===== src/rtl/instr_sequencer_fsm.sv =====
// -----------------------------------------------------------------------------
// instr_sequencer_fsm
//   Control FSM between the instruction decoder and the datapath. Accepts an
//   instruction from the CPU wrapper (s while idle), latches the decoder fields,
//   and steps the datapath through read-A, read-B, execute and write-back,
//   emitting the register-file / ALU load strobes.
//
//   Configuration macro: CTRL_ILLEGAL_TRAP_EN
//     defined     : an unsupported instruction parks the FSM in ILLEGAL
//                   (illegal=1, w=0) until rst_n is asserted.
//     not defined : ILLEGAL is a one-cycle illegal pulse, then back to WAIT;
//                   the instruction is a NOP and is not counted.
//
// Ports
//   clk, rst_n        rising-edge clock, asynchronous active-low reset
//   s                 start request (sampled only in WAIT)
//   opcode, op        decoder fields (latched on acceptance)
//   w                 idle in WAIT, ready for s
//   nsel              one-hot register select [2]=Rn [1]=Rd [0]=Rm
//   vsel              write-back source 00=C 10=sximm8
//   loada/loadb/loadc A/B/C register loads
//   asel              force ALU A input to 0
//   loads             status flag load
//   write             register-file write enable
//   illegal           unsupported instruction accepted
//   instr_count       retired instructions (wraps silently)
//
// Sequences (edge 0 accepts s):
//   MOV imm : WAIT -> DECODE -> WR_IMM -> WAIT
//   MOV reg/MVN : WAIT -> DECODE -> GET_B -> EXEC -> WR_REG -> WAIT
//   CMP     : WAIT -> DECODE -> GET_A -> GET_B -> EXEC -> WAIT
//   ADD/AND : WAIT -> DECODE -> GET_A -> GET_B -> EXEC -> WR_REG -> WAIT
//
// Outputs are flops loaded from a decode of the next state, so they behave as
// pure Moore outputs of the current state without combinational paths from
// the inputs.
// -----------------------------------------------------------------------------
module instr_sequencer_fsm #(
    parameter int CNT_W = 16
) (
    input  logic             clk,
    input  logic             rst_n,
    input  logic             s,
    input  logic [2:0]       opcode,
    input  logic [1:0]       op,
    output logic             w,
    output logic [2:0]       nsel,
    output logic [1:0]       vsel,
    output logic             loada,
    output logic             loadb,
    output logic             asel,
    output logic             loadc,
    output logic             loads,
    output logic             write,
    output logic             illegal,
    output logic [CNT_W-1:0] instr_count
);

    // Four-bit encoding leaves spare codes; those fall into the default arm.
    typedef enum logic [3:0] {
        ST_WAIT    = 4'd0,
        ST_DECODE  = 4'd1,
        ST_GET_A   = 4'd2,
        ST_GET_B   = 4'd3,
        ST_EXEC    = 4'd4,
        ST_WR_REG  = 4'd5,
        ST_WR_IMM  = 4'd6,
        ST_ILLEGAL = 4'd7
    } state_t;

    state_t           state_q, state_d;
    logic [2:0]       opcode_q, opcode_d;
    logic [1:0]       op_q, op_d;
    logic [CNT_W-1:0] cnt_q, cnt_d;

    logic             w_q, w_d;
    logic [2:0]       nsel_q, nsel_d;
    logic [1:0]       vsel_q, vsel_d;
    logic             loada_q, loada_d;
    logic             loadb_q, loadb_d;
    logic             asel_q, asel_d;
    logic             loadc_q, loadc_d;
    logic             loads_q, loads_d;
    logic             write_q, write_d;
    logic             illegal_q, illegal_d;

    logic             is_cmp_q_s;
    logic             is_cmp_d_s;
    logic             is_asel_d_s;

    // Instruction classes from the latched fields (current and next copies).
    always_comb begin
        is_cmp_q_s  = (opcode_q == 3'b101) && (op_q == 2'b01);
        is_cmp_d_s  = (opcode_d == 3'b101) && (op_d == 2'b01);
        is_asel_d_s = ((opcode_d == 3'b110) && (op_d == 2'b00)) ||
                      ((opcode_d == 3'b101) && (op_d == 2'b11));
    end

    // Next-state, field latch and retire counter.
    always_comb begin
        state_d  = state_q;
        opcode_d = opcode_q;
        op_d     = op_q;
        cnt_d    = cnt_q;
        case (state_q)
            ST_WAIT: begin
                if (s) begin
                    opcode_d = opcode;
                    op_d     = op;
                    state_d  = ST_DECODE;
                end else begin
                    state_d  = ST_WAIT;
                end
            end
            ST_DECODE: begin
                case ({opcode_q, op_q})
                    5'b110_10: state_d = ST_WR_IMM;
                    5'b110_00: state_d = ST_GET_B;
                    5'b101_00,
                    5'b101_01,
                    5'b101_10: state_d = ST_GET_A;
                    5'b101_11: state_d = ST_GET_B;
                    default:   state_d = ST_ILLEGAL;
                endcase
            end
            ST_GET_A: state_d = ST_GET_B;
            ST_GET_B: state_d = ST_EXEC;
            ST_EXEC: begin
                if (is_cmp_q_s) begin
                    state_d = ST_WAIT;
                    cnt_d   = cnt_q + {{(CNT_W-1){1'b0}}, 1'b1};
                end else begin
                    state_d = ST_WR_REG;
                end
            end
            ST_WR_REG, ST_WR_IMM: begin
                state_d = ST_WAIT;
                cnt_d   = cnt_q + {{(CNT_W-1){1'b0}}, 1'b1};
            end
`ifdef CTRL_ILLEGAL_TRAP_EN
            ST_ILLEGAL: state_d = ST_ILLEGAL;
`else
            ST_ILLEGAL: state_d = ST_WAIT;
`endif
            default: state_d = ST_WAIT;
        endcase
    end

    // Output decode of the state being entered; flopped below.
    always_comb begin
        w_d       = 1'b0;
        nsel_d    = 3'b000;
        vsel_d    = 2'b00;
        loada_d   = 1'b0;
        loadb_d   = 1'b0;
        asel_d    = 1'b0;
        loadc_d   = 1'b0;
        loads_d   = 1'b0;
        write_d   = 1'b0;
        illegal_d = 1'b0;
        case (state_d)
            ST_WAIT:   w_d = 1'b1;
            ST_DECODE: w_d = 1'b0;
            ST_GET_A: begin
                nsel_d  = 3'b100;
                loada_d = 1'b1;
            end
            ST_GET_B: begin
                nsel_d  = 3'b001;
                loadb_d = 1'b1;
            end
            ST_EXEC: begin
                if (is_cmp_d_s) begin
                    loads_d = 1'b1;
                end else begin
                    loadc_d = 1'b1;
                    asel_d  = is_asel_d_s;
                end
            end
            ST_WR_REG: begin
                nsel_d  = 3'b010;
                vsel_d  = 2'b00;
                write_d = 1'b1;
            end
            ST_WR_IMM: begin
                nsel_d  = 3'b100;
                vsel_d  = 2'b10;
                write_d = 1'b1;
            end
            ST_ILLEGAL: illegal_d = 1'b1;
            default:    w_d = 1'b0;
        endcase
    end

    // State, latched fields, counter and registered outputs.
    always_ff @(posedge clk or negedge rst_n) begin
        if (!rst_n) begin
            state_q   <= ST_WAIT;
            opcode_q  <= 3'b000;
            op_q      <= 2'b00;
            cnt_q     <= {CNT_W{1'b0}};
            w_q       <= 1'b1;
            nsel_q    <= 3'b000;
            vsel_q    <= 2'b00;
            loada_q   <= 1'b0;
            loadb_q   <= 1'b0;
            asel_q    <= 1'b0;
            loadc_q   <= 1'b0;
            loads_q   <= 1'b0;
            write_q   <= 1'b0;
            illegal_q <= 1'b0;
        end else begin
            state_q   <= state_d;
            opcode_q  <= opcode_d;
            op_q      <= op_d;
            cnt_q     <= cnt_d;
            w_q       <= w_d;
            nsel_q    <= nsel_d;
            vsel_q    <= vsel_d;
            loada_q   <= loada_d;
            loadb_q   <= loadb_d;
            asel_q    <= asel_d;
            loadc_q   <= loadc_d;
            loads_q   <= loads_d;
            write_q   <= write_d;
            illegal_q <= illegal_d;
        end
    end

    assign w           = w_q;
    assign nsel        = nsel_q;
    assign vsel        = vsel_q;
    assign loada       = loada_q;
    assign loadb       = loadb_q;
    assign asel        = asel_q;
    assign loadc       = loadc_q;
    assign loads       = loads_q;
    assign write       = write_q;
    assign illegal     = illegal_q;
    assign instr_count = cnt_q;

endmodule


===== config.mk =====
export PLATFORM = sky130hd
export DESIGN_NAME = instr_sequencer_fsm
export DESIGN_NICKNAME = d
export VERILOG_FILES = /design/src/rtl/instr_sequencer_fsm.sv
export SDC_FILE = /design/constraint.sdc
export NUM_CORES = 1
export LEC_CHECK = 0
export ABC_AREA = 1
export ABC_CLOCK_PERIOD_IN_PS = 2250
export CAP_MARGIN = 15
export CORE_ASPECT_RATIO = 0.5
export CORE_MARGIN = 4
export CORE_UTILIZATION = 35
export CTS_CLUSTER_SIZE = 24
export DETAILED_ROUTE_END_ITERATION = 7
export GPL_ROUTABILITY_DRIVEN = 0
export PLACE_DENSITY = 0.6
export SLEW_MARGIN = 10
export SYNTH_ARGS = -nofsm -noshare
export SYNTH_HDL_FRONTEND = slang
export SYNTH_SLANG_ARGS = --single-unit

===== constraint.sdc =====
create_clock -name clk -period 2.25 [get_ports clk]
set_clock_uncertainty 0.1 [all_clocks]
set_input_delay 0.3375 -clock clk [delete_from_list [all_inputs] [get_ports clk]]
set_output_delay 0.3375 -clock clk [all_outputs]
set_load 0.03 [all_outputs]

==> impl_metrics.json, run 1 <==
{
  "status": "finished, final reports clean",
  "crit_required_ns": 1.81,
  "synthArstFlopShare": 1.00,
  "rsz0062_at_grt": "false",
  "fraction_of_final_layout_cells_sized_beyond_drive_strength_1": 0.0630,
  "cts_setup_buffers": 0,
  "synth_area_per_cell_um2": 7.82,
  "clk-insertion-delay-late_ns": 0.29,
  "route.detailed.wl_per_inst_um": 10.8,
  "post_cts_resize_count": 0,
  "post-synth-top-area-fraction": 0.473,
  "antenna-diode-count": 0,
  "grt_pass1_wl_um": 6350,
  "cellPowerDensity_mw_per_mm2": 1200,
  "dieHeight_um": 58.7,
  "r2r-start": "state_q[1]",
  "syn-cell-area_mm2": 0.00180,
  "synth_most_common_cell": "sky130_fd_sc_hd__nand2_1",
  "r2r_slack_ns": 0.53,
  "setup.worst_path.class": "register to output pin",
  "post_synth_num_cell_types": 26,
  "cp_top_family": "buffers and inverters",
  "tritoncts": "yes",
  "timing.max_slew.rel_slack": 0.670,
  "worstPathArrival_ns": 1.47,
  "maxCapViolCount": 0,
  "area_growth_syn_to_layout_pct": 30.4,
  "std_cell_rows": 18,
  "cellLeakagePower_nw": 1.09,
  "global_route.usage.total": 0.127,
  "worstHoldPathType": "input pin to asynchronous set/reset pin",
  "initial_utilization": 0.363,
  "timing.final.setup_violations": 0,
  "synth.top_cells.by_count": "sky130_fd_sc_hd__nand2_1, sky130_fd_sc_hd__dfrtp_1, sky130_fd_sc_hd__inv_1, sky130_fd_sc_hd__nor2_1, sky130_fd_sc_hd__nand3_1",
  "overflow": 0,
  "placed_cells_incl_taps": 332,
  "viasPerCell": 4.47,
  "critPathCaptureType": "output pin",
  "critical_path_peak_fanout": 6,
  "synth_largest_area_cell": "sky130_fd_sc_hd__dfrtp_1",
  "final.fill_count": 481,
  "time_the_worst_path_needs_with_i_o_delays_and_setup_ns": 1.91,
  "antenna_found_initial": 0,
  "ir_worst_vdd_mv": 0.477,
  "detailed_place_hpwl_um": 2810,
  "initialDrtViolationCount": 29,
  "hold_buffers": 0,
  "floorplan.die_area_mm2": 0.00642,
  "drt-total-wl_um": 3660,
  "die-width_um": 109,
  "ctsLongestPathBuffers": 2,
  "drcViolationCount": 0,
  "cts.sink_count": 35,
  "num-nets-final": 278,
  "i_o_pin_total": 37,
  "final_total_negative_setup_slack_ns": 0,
  "register_area_um2": 877,
  "postRouteAntennaNets": 0,
  "synth-edff-count": 0,
  "path_clk_slew_ns": 0.07,
  "first_global_vias": 1454,
  "synth_fp_nets": 239,
  "netlist_instances": 230,
  "clock_tree.htree_level_count": 2,
  "multiInputGateArea_um2": 763,
  "worst_setup_path_start_kind": "register",
  "detailedRoute.firstPassIterationCount": 4,
  "share_of_the_cycle_needed_by_the_critical_path_after_routing": 0.849,
  "instances_no_fill": 340,
  "peak_per_stage_delay_on_the_critical_path_ns": 0.72,
  "path_cells": "clkdlybuf4s50_1",
  "worst_r2r_path_depth": 7,
  "routed-via-count": 1521,
  "design.core.area_mm2": 0.00495,
  "synth_top_flop_cell": "sky130_fd_sc_hd__dfrtp_1",
  "critical_path.reg2reg.endpoint": "instr_count[11]",
  "clock_tree.root_cell": "sky130_fd_sc_hd__clkbuf_8",
  "slew_at_the_pin_with_the_worst_max_slew_slack_ns": 0.490,
  "pin_count_of_the_biggest_net_entering_global_routing": 36,
  "max_clock_freq_ghz": 0.523,
  "number_of_max_slew_violations_in_the_final_report": 0,
  "ys_top_cells_by_area": "sky130_fd_sc_hd__dfrtp_1, sky130_fd_sc_hd__nand2_1, sky130_fd_sc_hd__inv_1",
  "yosys_register_bits": 35,
  "critical-path-slowest-cell": "sky130_fd_sc_hd__clkdlybuf4s50_1",
  "worst-path-buf-inv": 1,
  "synth_sequential_area_ratio": 0.487,
  "ys_warn_count": 0,
  "tritoncts.num_buffers": 5,
  "placement.io_buffers": 35,
  "final-hold-violation-count": 0
}
[registers in the layout, summed over array words and instances, names as in the netlist]
name / flops
vsel: 1
illegal: 1
nsel: 2
asel: 1
w: 1
state_q: 3
op_q: 2
loads: 1
loadc: 1
loada: 1
write: 1
loadb: 1
opcode_q: 3
instr_count: 16
[cells by family after synthesis]
family	share of synthesized area
AOI/OAI and AO/OA	0.0313
adders and majority gates	0.00695
and+or+nand+nor	0.340
DFF	0.487
buffers and inverters	0.0883
xor gates and xnor gates	0.0438
other	0.00208
[layout make-up]
class                      count  share of cell area
multi-input combinational    157               0.325
tap                           70              0.0373
clock buffer                   6              0.0309
clock inverter                 2              0.0256
timing repair buffer          36               0.153
inverter                      34              0.0544
sequential                    35               0.374
[where the power goes]
group | switching (W) | internal [W]
Clock | 0.000231 | 0.000443
Sequential | 0.000168 | 0.000809
Combinational | 0.000763 | 0.000413
Total | 0.00116 | 0.00167
[cells in the final DEF (no fill, tap or decap), drive strengths merged]
cell type	netlist	routed
inv	34	34
bufinv	0	2
nand3	19	19
dfrtp	34	34
xnor2	3	3
dfstp	1	1
buf	4	1
nor3	9	9
conb	1	1
ha	1	1
nor2	26	26
o211ai	1	1
nand4	7	7
clkbuf	0	6
a21oi	2	2
nand3b	5	5
xor2	6	6
nand2	70	70
clkdlybuf4s50	0	35
o21ai	7	7
[per-layer routing]
metal	track usage	up-vias	part of all wire
li1	-	795	-
met1	0.158	694	0.47
met2	0.208	26	0.47
met3	0.0307	6	0.036
met4	0.0639	0	0.017
met5	0	-	0
[per-stage QoR]
stage               setup WS (ns)   util  instance area, um2  hold WS, ns  power (W)
finish                      0.339  0.473                2350        0.355    0.00283
global route                0.294  0.473                2350        0.394    0.00303
CTS                         0.330  0.473                2350        0.363    0.00286
detailed placement          0.344  0.447                2210        0.414    0.00218
global placement            0.430  0.447                2210        0.412    0.00216
floorplan                   0.527      -                1800      -0.0581    0.00181
[worst max-delay path by stage]
stage               slack, ns  cells past startpoint               to      startpoint
global placement         0.43                     10            loadc               s
global route             0.29                      1   instr_count[0]  instr_count[0]
detailed placement       0.34                     10            loadc               s
CTS                      0.33                      1   instr_count[9]  instr_count[9]
finish                   0.34                      1   instr_count[9]  instr_count[9]
floorplan                0.53                      8  instr_count[12]  instr_count[0]
[worst reg2reg max path, delay by kind of cell, from the launching register on]
family | cells | cell delay (ns)
buf+inv | 1 | 0.09
xor+xnor | 1 | 0.16
simple gates | 5 | 0.81
flops | 1 | 0.45
Note: power is estimated with default switching activity, not from simulation.
==> inputs of run 2 (changes only) <==
Settings changed: ABC_CLOCK_PERIOD_IN_PS 2250 to 1800.
Clock period 2.25 ns to 1.8 ns, I/O delays scaled along.
==> impl_metrics.json, run 2 (same netlist as run 1, synthesis figures left out) <==
{
  "detailedRoute.firstPassIterationCount": 4,
  "viasPerCell": 4.51,
  "worst-path-buf-inv": 1,
  "initialDrtViolationCount": 29,
  "postRouteAntennaNets": 0,
  "cp_top_family": "buffers and inverters",
  "antenna-diode-count": 0,
  "pre_cts_slack_ns": 0.0624,
  "route.detailed.wl_per_inst_um": 11.2,
  "tritoncts.num_buffers": 5,
  "worst_setup_path_start_kind": "register",
  "pin_count_of_the_biggest_net_entering_global_routing": 36,
  "routed-via-count": 1550,
  "antenna_found_initial": 0,
  "swShare": 0.414,
  "timing.final.setup_violations": 0,
  "power_switching_w": 0.00148,
  "setup.worst_path.class": "register to output pin",
  "cellPowerDensity_mw_per_mm2": 1490,
  "time_the_worst_path_needs_with_i_o_delays_and_setup_ns": 1.75,
  "number_of_max_slew_violations_in_the_final_report": 0,
  "worstPathArrival_ns": 1.38,
  "power.internal_w": 0.00210,
  "finalPower_w": 0.00358,
  "clock_tree.root_cell": "sky130_fd_sc_hd__clkbuf_8",
  "floorplan.die_area_mm2": 0.00642,
  "initial_utilization": 0.363,
  "globalRouteMet3Util": 0.0296,
  "std_cell_rows": 18,
  "i_o_pin_total": 37,
  "critical_path_peak_fanout": 4,
  "cts_setup_buffers": 0,
  "grt_pass1_wl_um": 6580,
  "worst_hold_slack_across_all_endpoints_ns": 0.248,
  "share_of_the_cycle_needed_by_the_critical_path_after_routing": 0.974,
  "fraction_of_final_layout_cells_sized_beyond_drive_strength_1": 0.0803,
  "mostFrequentLayoutCells": "sky130_fd_sc_hd__nand2_1, sky130_fd_sc_hd__inv_1, sky130_fd_sc_hd__dfrtp_1, sky130_fd_sc_hd__clkdlybuf4s50_1, sky130_fd_sc_hd__nor2_1",
  "layout.cells.most_common": "sky130_fd_sc_hd__nand2_1",
  "hold_buffers": 0,
  "first_global_vias": 1454,
  "ctsLongestPathBuffers": 2,
  "max_clock_freq_ghz": 0.570,
  "status": "finished, final reports clean",
  "peak_per_stage_delay_on_the_critical_path_ns": 0.69,
  "cts.sink_count": 35,
  "dieHeight_um": 58.7,
  "gr-usage-met1": 0.172,
  "detailed_place_hpwl_um": 2840,
  "overflow": 0,
  "path_clk_slew_ns": 0.07,
  "clk-insertion-delay-late_ns": 0.29,
  "crit_required_ns": 1.43,
  "met2_usage": 0.216,
  "cellLeakagePower_nw": 1.26,
  "clock_power_frac": 0.237,
  "final-hold-violation-count": 0,
  "drt-total-wl_um": 3850,
  "global_route.usage.total": 0.131,
  "critical-path-slowest-cell": "sky130_fd_sc_hd__clkdlybuf4s50_1",
  "design.core.area_mm2": 0.00495,
  "area_growth_syn_to_layout_pct": 33.7,
  "die-width_um": 109,
  "power_frac_seq": 0.342,
  "tritoncts": "yes",
  "placement.io_buffers": 35,
  "path_cells": "clkdlybuf4s50_1",
  "rsz0062_at_grt": "false",
  "drcViolationCount": 0,
  "clock_tree.htree_level_count": 2,
  "power.combinational.fraction": 0.421,
  "final_total_negative_setup_slack_ns": 0,
  "worstHoldPathType": "input pin to asynchronous set/reset pin",
  "critPathCaptureType": "output pin",
  "num-nets-final": 282,
  "number_of_flip_flops_under_the_largest_register_name": 16,
  "final_critical_path_setup_slack_ns": 0.0470,
  "ir_worst_vdd_mv": 0.873,
  "grt.busiest_layer": "met2",
  "maxCapViolCount": 0
}
-- run 2: cell types whose count changed in the layout (fill, tap and decap cells not counted), sizes merged --
cell,delta
buf,+4
clkdlybuf4s50,-12
dlygate4sd2,+5
dlymetal6s2s,+7
-- run 2: cell type report --
type | instances | area [um2]
Clock buffer | 6 | 72.6
Clock inverter | 2 | 60.1
Fill cell | 473 | 2550
Inverter | 34 | 128
Multi-Input combinational cell | 157 | 768
Sequential cell | 35 | 878
Tap cell | 70 | 87.6
Timing Repair Buffer | 40 | 412
-- run 2: path summary, 6_finish.rpt --
path                            slack [ns]              end  depth (start not counted)           start
worst max-delay path                  0.05   instr_count[2]                          1  instr_count[2]
worst min-delay path                  0.25  instr_count[12]                          2           rst_n
min in group clk                      0.42   instr_count[3]                          1  instr_count[3]
worst max register to register        0.22            write                          8     opcode_q[1]
max in group asynchronous             1.10                w                          2           rst_n
worst min register to register        0.42   instr_count[3]                          1  instr_count[3]
-- run 2: per-layer routing --
layer	part of all wire	routed length [um]	vias to the layer above
li1	-	-	805
met3	0.031	120	8
met4	0.015	59	0
met1	0.49	1870	716
met2	0.47	1800	21
met5	0	0	-
-- run 2: power by group through the flow --
stage	registers, W	clock network [W]	logic, W
floorplan	0.00145	0	0.000814
CTS	0.00123	0.000862	0.00151
global placement	0.00123	0	0.00150
detailed placement	0.00124	0	0.00152
finish	0.00123	0.000848	0.00151
global route	0.00127	0.000900	0.00169
-- run 2: repair_timing --
item                                    4_1_cts  5_1_grt
gates resized for setup                       5        9
hold endpoints to repair                      0        0
gates cloned                                  0        0
endpoints found under the setup margin        5       12
-- run 2: per-stage QoR --
stage                     area, um2  std cells  utilization
after floorplan                1800        230            -
after global routing           2410        344        0.486
after CTS                      2380        344        0.481
after global placement         2260        336        0.455
final                          2410        344        0.486
after detailed placement       2260        336        0.455
-- run 2: worst reg2reg max path: cells and delay by family (launching register included) --
family                 cells  cell delay (ns)
buffers and inverters      2             0.16
AND/OR/NAND/NOR            5             0.57
AO/OA/AOI/OAI              1             0.20
flip-flops                 1             0.44
==> inputs of run 3 (changes only) <==
Settings changed: SETUP_SLACK_MARGIN set to 0.3.
==> impl_metrics.json, run 3 (same netlist as run 1, synthesis figures left out) <==
{
  "antenna-diode-count": 0,
  "status": "finished, final reports clean",
  "floorplan.die_area_mm2": 0.00642,
  "share_of_the_cycle_needed_by_the_critical_path_after_routing": 0.860,
  "placement.io_buffers": 35,
  "maxCapViolCount": 0,
  "initial_utilization": 0.363,
  "routed-via-count": 1649,
  "final.fill_count": 479,
  "overflow": 0,
  "worst_hold_slack_across_all_endpoints_ns": 0.229,
  "setup.worst_path.class": "register to output pin",
  "mostFrequentLayoutCells": "sky130_fd_sc_hd__nand2_1, sky130_fd_sc_hd__inv_1, sky130_fd_sc_hd__dfrtp_1, sky130_fd_sc_hd__nor2_1, sky130_fd_sc_hd__buf_4",
  "clock_tree.htree_level_count": 2,
  "std_cell_rows": 18,
  "worstPathArrival_ns": 1.18,
  "grt_pass1_wl_um": 6920,
  "area_growth_syn_to_layout_pct": 44.0,
  "drcViolationCount": 0,
  "timing.final.setup_violations": 0,
  "power_frac_seq": 0.304,
  "power.combinational.fraction": 0.481,
  "number_of_flip_flops_under_the_largest_register_name": 16,
  "drt-total-wl_um": 4350,
  "power.internal_w": 0.00232,
  "final_critical_path_setup_slack_ns": 0.252,
  "die-width_um": 109,
  "rsz0062_at_grt": "true",
  "ir_worst_vdd_mv": 0.894,
  "detailedRoute.firstPassIterationCount": 4,
  "critPathCaptureType": "output pin",
  "clk-insertion-delay-late_ns": 0.30,
  "design.core.area_mm2": 0.00495,
  "fraction_of_final_layout_cells_sized_beyond_drive_strength_1": 0.288,
  "detailed_place_hpwl_um": 2820,
  "final_core_util": 0.523,
  "clock_tree.root_cell": "sky130_fd_sc_hd__clkbuf_8",
  "placement_stage_cell_area_mm2": 0.00226,
  "path_clk_slew_ns": 0.08,
  "tritoncts.num_buffers": 5,
  "postRouteAntennaNets": 0,
  "initialDrtViolationCount": 60,
  "layout.cells.most_common": "sky130_fd_sc_hd__nand2_1",
  "first_global_vias": 1488,
  "cts.sink_count": 35,
  "final_total_negative_setup_slack_ns": 0,
  "cellLeakagePower_nw": 1.28,
  "hold_buffers": 0,
  "time_the_worst_path_needs_with_i_o_delays_and_setup_ns": 1.55,
  "route.detailed.wl_per_inst_um": 12.2,
  "power_switching_w": 0.00173,
  "finish.instance_area_mm2": 0.00259,
  "worst_setup_path_start_kind": "register",
  "number_of_max_slew_violations_in_the_final_report": 0,
  "antenna_found_initial": 0,
  "max_clock_freq_ghz": 0.646,
  "pre_cts_slack_ns": 0.00362,
  "global_route.usage.total": 0.143,
  "num-nets-final": 296,
  "ctsLongestPathBuffers": 2,
  "final-hold-violation-count": 0,
  "worstHoldPathType": "input pin to asynchronous set/reset pin",
  "clock_power_frac": 0.215,
  "viasPerCell": 4.61,
  "cellPowerDensity_mw_per_mm2": 1560,
  "critical_path_peak_fanout": 6,
  "crit_required_ns": 1.43,
  "i_o_pin_total": 37,
  "tritoncts": "yes",
  "pin_count_of_the_biggest_net_entering_global_routing": 36,
  "swShare": 0.427,
  "dieHeight_um": 58.7
}
-- run 3: through the flow --
step	power [W]	cells
6_report	0.00405	358
5_1_grt	0.00431	358
4_1_cts	0.00382	352
3_5_place_dp	0.00280	334
3_3_place_gp	0.00277	334
2_1_floorplan	0.00230	230
-- run 3: metal layers --
metal,GRT usage,vias to the layer above,routed length [um]
li1,-,830,-
met1,0.185,785,2010
met2,0.225,26,2090
met3,0.0361,8,169
met4,0.0693,0,77
met5,0,-,0
-- run 3: worst paths after layout --
check / endpoint / slack, ns / cells past startpoint / from
setup / recovery: instr_count[0] / 0.25 / 2 / instr_count[0]
hold / removal: instr_count[8] / 0.23 / 2 / rst_n
setup reg to reg: instr_count[6] / 0.33 / 9 / state_q[1]
hold reg to reg: instr_count[3] / 0.42 / 1 / instr_count[3]
max in group asynchronous: w / 1.12 / 2 / rst_n
min in group clk: state_q[0] / 0.26 / 3 / s
-- run 3: power groups by stage --
stage	sequential, W	clock (W)	combinational, W
after floorplan	0.00146	0	0.000833
after global placement	0.00124	0	0.00154
after detailed placement	0.00124	0	0.00156
after CTS	0.00122	0.000877	0.00172
after global routing	0.00126	0.000912	0.00214
final	0.00123	0.000871	0.00194
-- run 3: final cells by class --
type                       instances  area [um2]  share of cell area
clock buffer                       5        68.8              0.0266
multi-input combinational        158         896               0.346
tap                               70        87.6              0.0338
clock inverter                     3        67.6              0.0261
inverter                          34         128              0.0493
sequential                        35         883               0.341
timing repair buffer              53         460               0.178
-- run 3: repair_timing --
item,CTS,global route
endpoints found under the setup margin,49,41
cloned,1,0
gates resized for setup,49,48
setup buffers,9,6
pin swaps,3,13
-- run 3: critical path, stage by stage, from the launching register on --
cell,delay (ns)
sky130_fd_sc_hd__dfrtp_2,0.46
sky130_fd_sc_hd__buf_4,0.15
sky130_fd_sc_hd__clkdlybuf4s15_2,0.27
==> RTL change (config.mk and constraints of run 2) <==
Encoding of `state_t`: now one-hot (8 bits for 8 states).
--- a/src/rtl/instr_sequencer_fsm.sv
+++ b/src/rtl/instr_sequencer_fsm.sv
@@ -59,11 +59,11 @@
     // Four-bit encoding leaves spare codes; those fall into the default arm.
-    typedef enum logic [3:0] {
-        ST_WAIT    = 4'd0,
-        ST_DECODE  = 4'd1,
-        ST_GET_A   = 4'd2,
-        ST_GET_B   = 4'd3,
-        ST_EXEC    = 4'd4,
-        ST_WR_REG  = 4'd5,
-        ST_WR_IMM  = 4'd6,
-        ST_ILLEGAL = 4'd7
+    typedef enum logic [7:0] {
+        ST_WAIT    = 8'b00000001,
+        ST_DECODE  = 8'b00000010,
+        ST_GET_A   = 8'b00000100,
+        ST_GET_B   = 8'b00001000,
+        ST_EXEC    = 8'b00010000,
+        ST_WR_REG  = 8'b00100000,
+        ST_WR_IMM  = 8'b01000000,
+        ST_ILLEGAL = 8'b10000000
     } state_t;
Check against the original RTL: same outputs for any inputs over 10 cycles, from zero or initial values and one cycle with rst_n low; not proved beyond that.
==> RTL change against run 2 <==
- final area increased by 20%
- setup slack improved by 0.0075 ns
- fmax up 0.43%
- register-to-register slack worse by 0.07 ns
- critical path depth stayed put
- final cell count increased by 13%
- largest cell class unchanged
- sequential cell count rose by 6
- synthesized area up 21%
- critical path type unchanged
- wire length is 19% higher
- critical endpoint is now instr_count[4]
- power fell by 16%
- first-iteration DRC count rose by 6.9%
- global-route usage shrank 0.24 points
==> RTL change: results (changes against run 2) <==
| Metric | Value |
|---|---|
| Post-route insts no fill | `387 (+13%)` |
| Worst R2R End | `instr_count[6]` |
| CP top delay family | `buffers and inverters` |
| Largest net degree at the start of global routing | `23 (-36%)` |
| Leakage | `1.57 nW (+25%)` |
| Detailed-placement wirelength estimate | `3500 µm (+23%)` |
| Antenna cells | `0 (unchanged)` |
| Ys async rst share | `1.00 (unchanged)` |
| Worst reg2reg startpoint | `opcode_q[1]` |
| CTS clk-pin slew, worst paths | `0.06 ns` |
| Clk root buf | `clkbuf_16` |
| Outcome | `finished, final reports clean` |
| HP Class | `primary input to asynchronous set/reset pin` |
| Vias in the first global route | `1710 (+18%)` |
| Worst hold margin | `0.392 ns (+0.144 ns)` |
| Syn_area_per_cell | `8.55 µm² (+9.3%)` |
| Netlist cell types | `30 (+15%)` |
| Peak supply drop | `526 µV (-40%)` |
| GRT Total Usage | `0.129 (-0.00236)` |
| PortBufs | `35 (unchanged)` |
| Max FFs per register | `16 (unchanged)` |
| Register area share after synthesis | `0.472 (-0.0159)` |
| Crit Path Max Fanout | `4 (unchanged)` |
| Post-synth top cells | `70 x nand2_1, 39 x dfrtp_1, 32 x inv_1, 18 x nor2_1, 14 x o21ai_0` |
| Max incr delay on CP | `0.69 ns (about the same)` |
| YS warnings | `0 (unchanged)` |
| DIE AREA | `0.00763 mm² (+19%)` |
| WL final | `4580 µm (+19%)` |
| Clock Path Buffers | `2 (unchanged)` |
| CP max stage cell | `clkdlybuf4s50_1` |
| Largest cells by area after synthesis | `dfrtp_1 45%, nand2_1 12%, inv_1 5.5%` |
| Place WS | `-0.0639 ns (-0.126 ns)` |
| First-pass GRT wire length | `7940 µm (+21%)` |
| Fin nets | `311 (+10%)` |
| Placed cell area | `0.00263 mm² (+16%)` |
| Post-Syn Nets | `264 (+10%)` |
| Reg2Reg Setup Slack | `0.15 ns (-0.07 ns)` |
| Worst-Skew Late Latency | `0.28 ns` |
| Share of layout cells above drive strength 1 | `0.172 (+0.0913)` |
| Iter 0 DRT Violations | `31 (+6.9%)` |
| Arrival time at the worst endpoint | `1.38 ns (about the same)` |
| M3 GR Usage | `0.0282 (-0.00138)` |
| Dpl cells | `373 (+11%)` |
| Vias per cell | `4.55 (+0.99%)` |
| Met1 Usage GRT | `0.161 (-0.0115)` |
| Drt pass-1 iters | `4 (unchanged)` |
| Met2 Resource Use GR | `0.220 (+0.00385)` |
| Worst Reg-to-Reg Cells | `8 (unchanged)` |
RTL change: cell families after synthesis:
family / share of synthesized area
AO/OA/AOI/OAI: 0.0602
buffers and inverters: 0.0861
AND/OR/NAND/NOR: 0.322
XOR/XNOR: 0.0522
flip-flops: 0.472
other: 0.00172
adder cells (fa/ha/maj): 0.00574
RTL change: area by class of cell:
class,instances,area [µm²]
Clock inverter,1,30.0
Fill cell,585,2880
Multi-Input combinational cell,174,981
Sequential cell,41,1030
Inverter,36,135
Clock buffer,7,143
Tap cell,84,105
Timing Repair Buffer,44,455
RTL change: power by group:
group	switching (mW)	internal, mW
clock network	0.348	0.692
logic	0.555	0.277
registers	0.0959	1.05
RTL change: what timing repair did:
item                                    CTS  global route
buffers inserted                          0             5
hold buffers                              1             0
endpoints found under the hold margin    19             0
endpoints found under the setup margin    4            15
gates resized for setup                   4            12
pin swaps                                 0             3
RTL change: how the worst max path moves through the flow:
stage	slack, ns	depth (start not counted)	from	to
floorplan	0.02	7	instr_count[0]	instr_count[14]
global placement	0.005	9	s	loads
detailed placement	-0.06	9	s	loads
CTS	0.006	1	instr_count[6]	instr_count[6]
global route	-0.01	12	state_q[2]	asel
finish	0.05	1	instr_count[4]	instr_count[4]
RTL change: per-layer routing:
metal / routed length (µm) / up-vias
met2: 2240 / 25
li1: - / 898
met3: 139 / 8
met4: 77 / 0
met1: 2120 / 830
met5: 0 / -
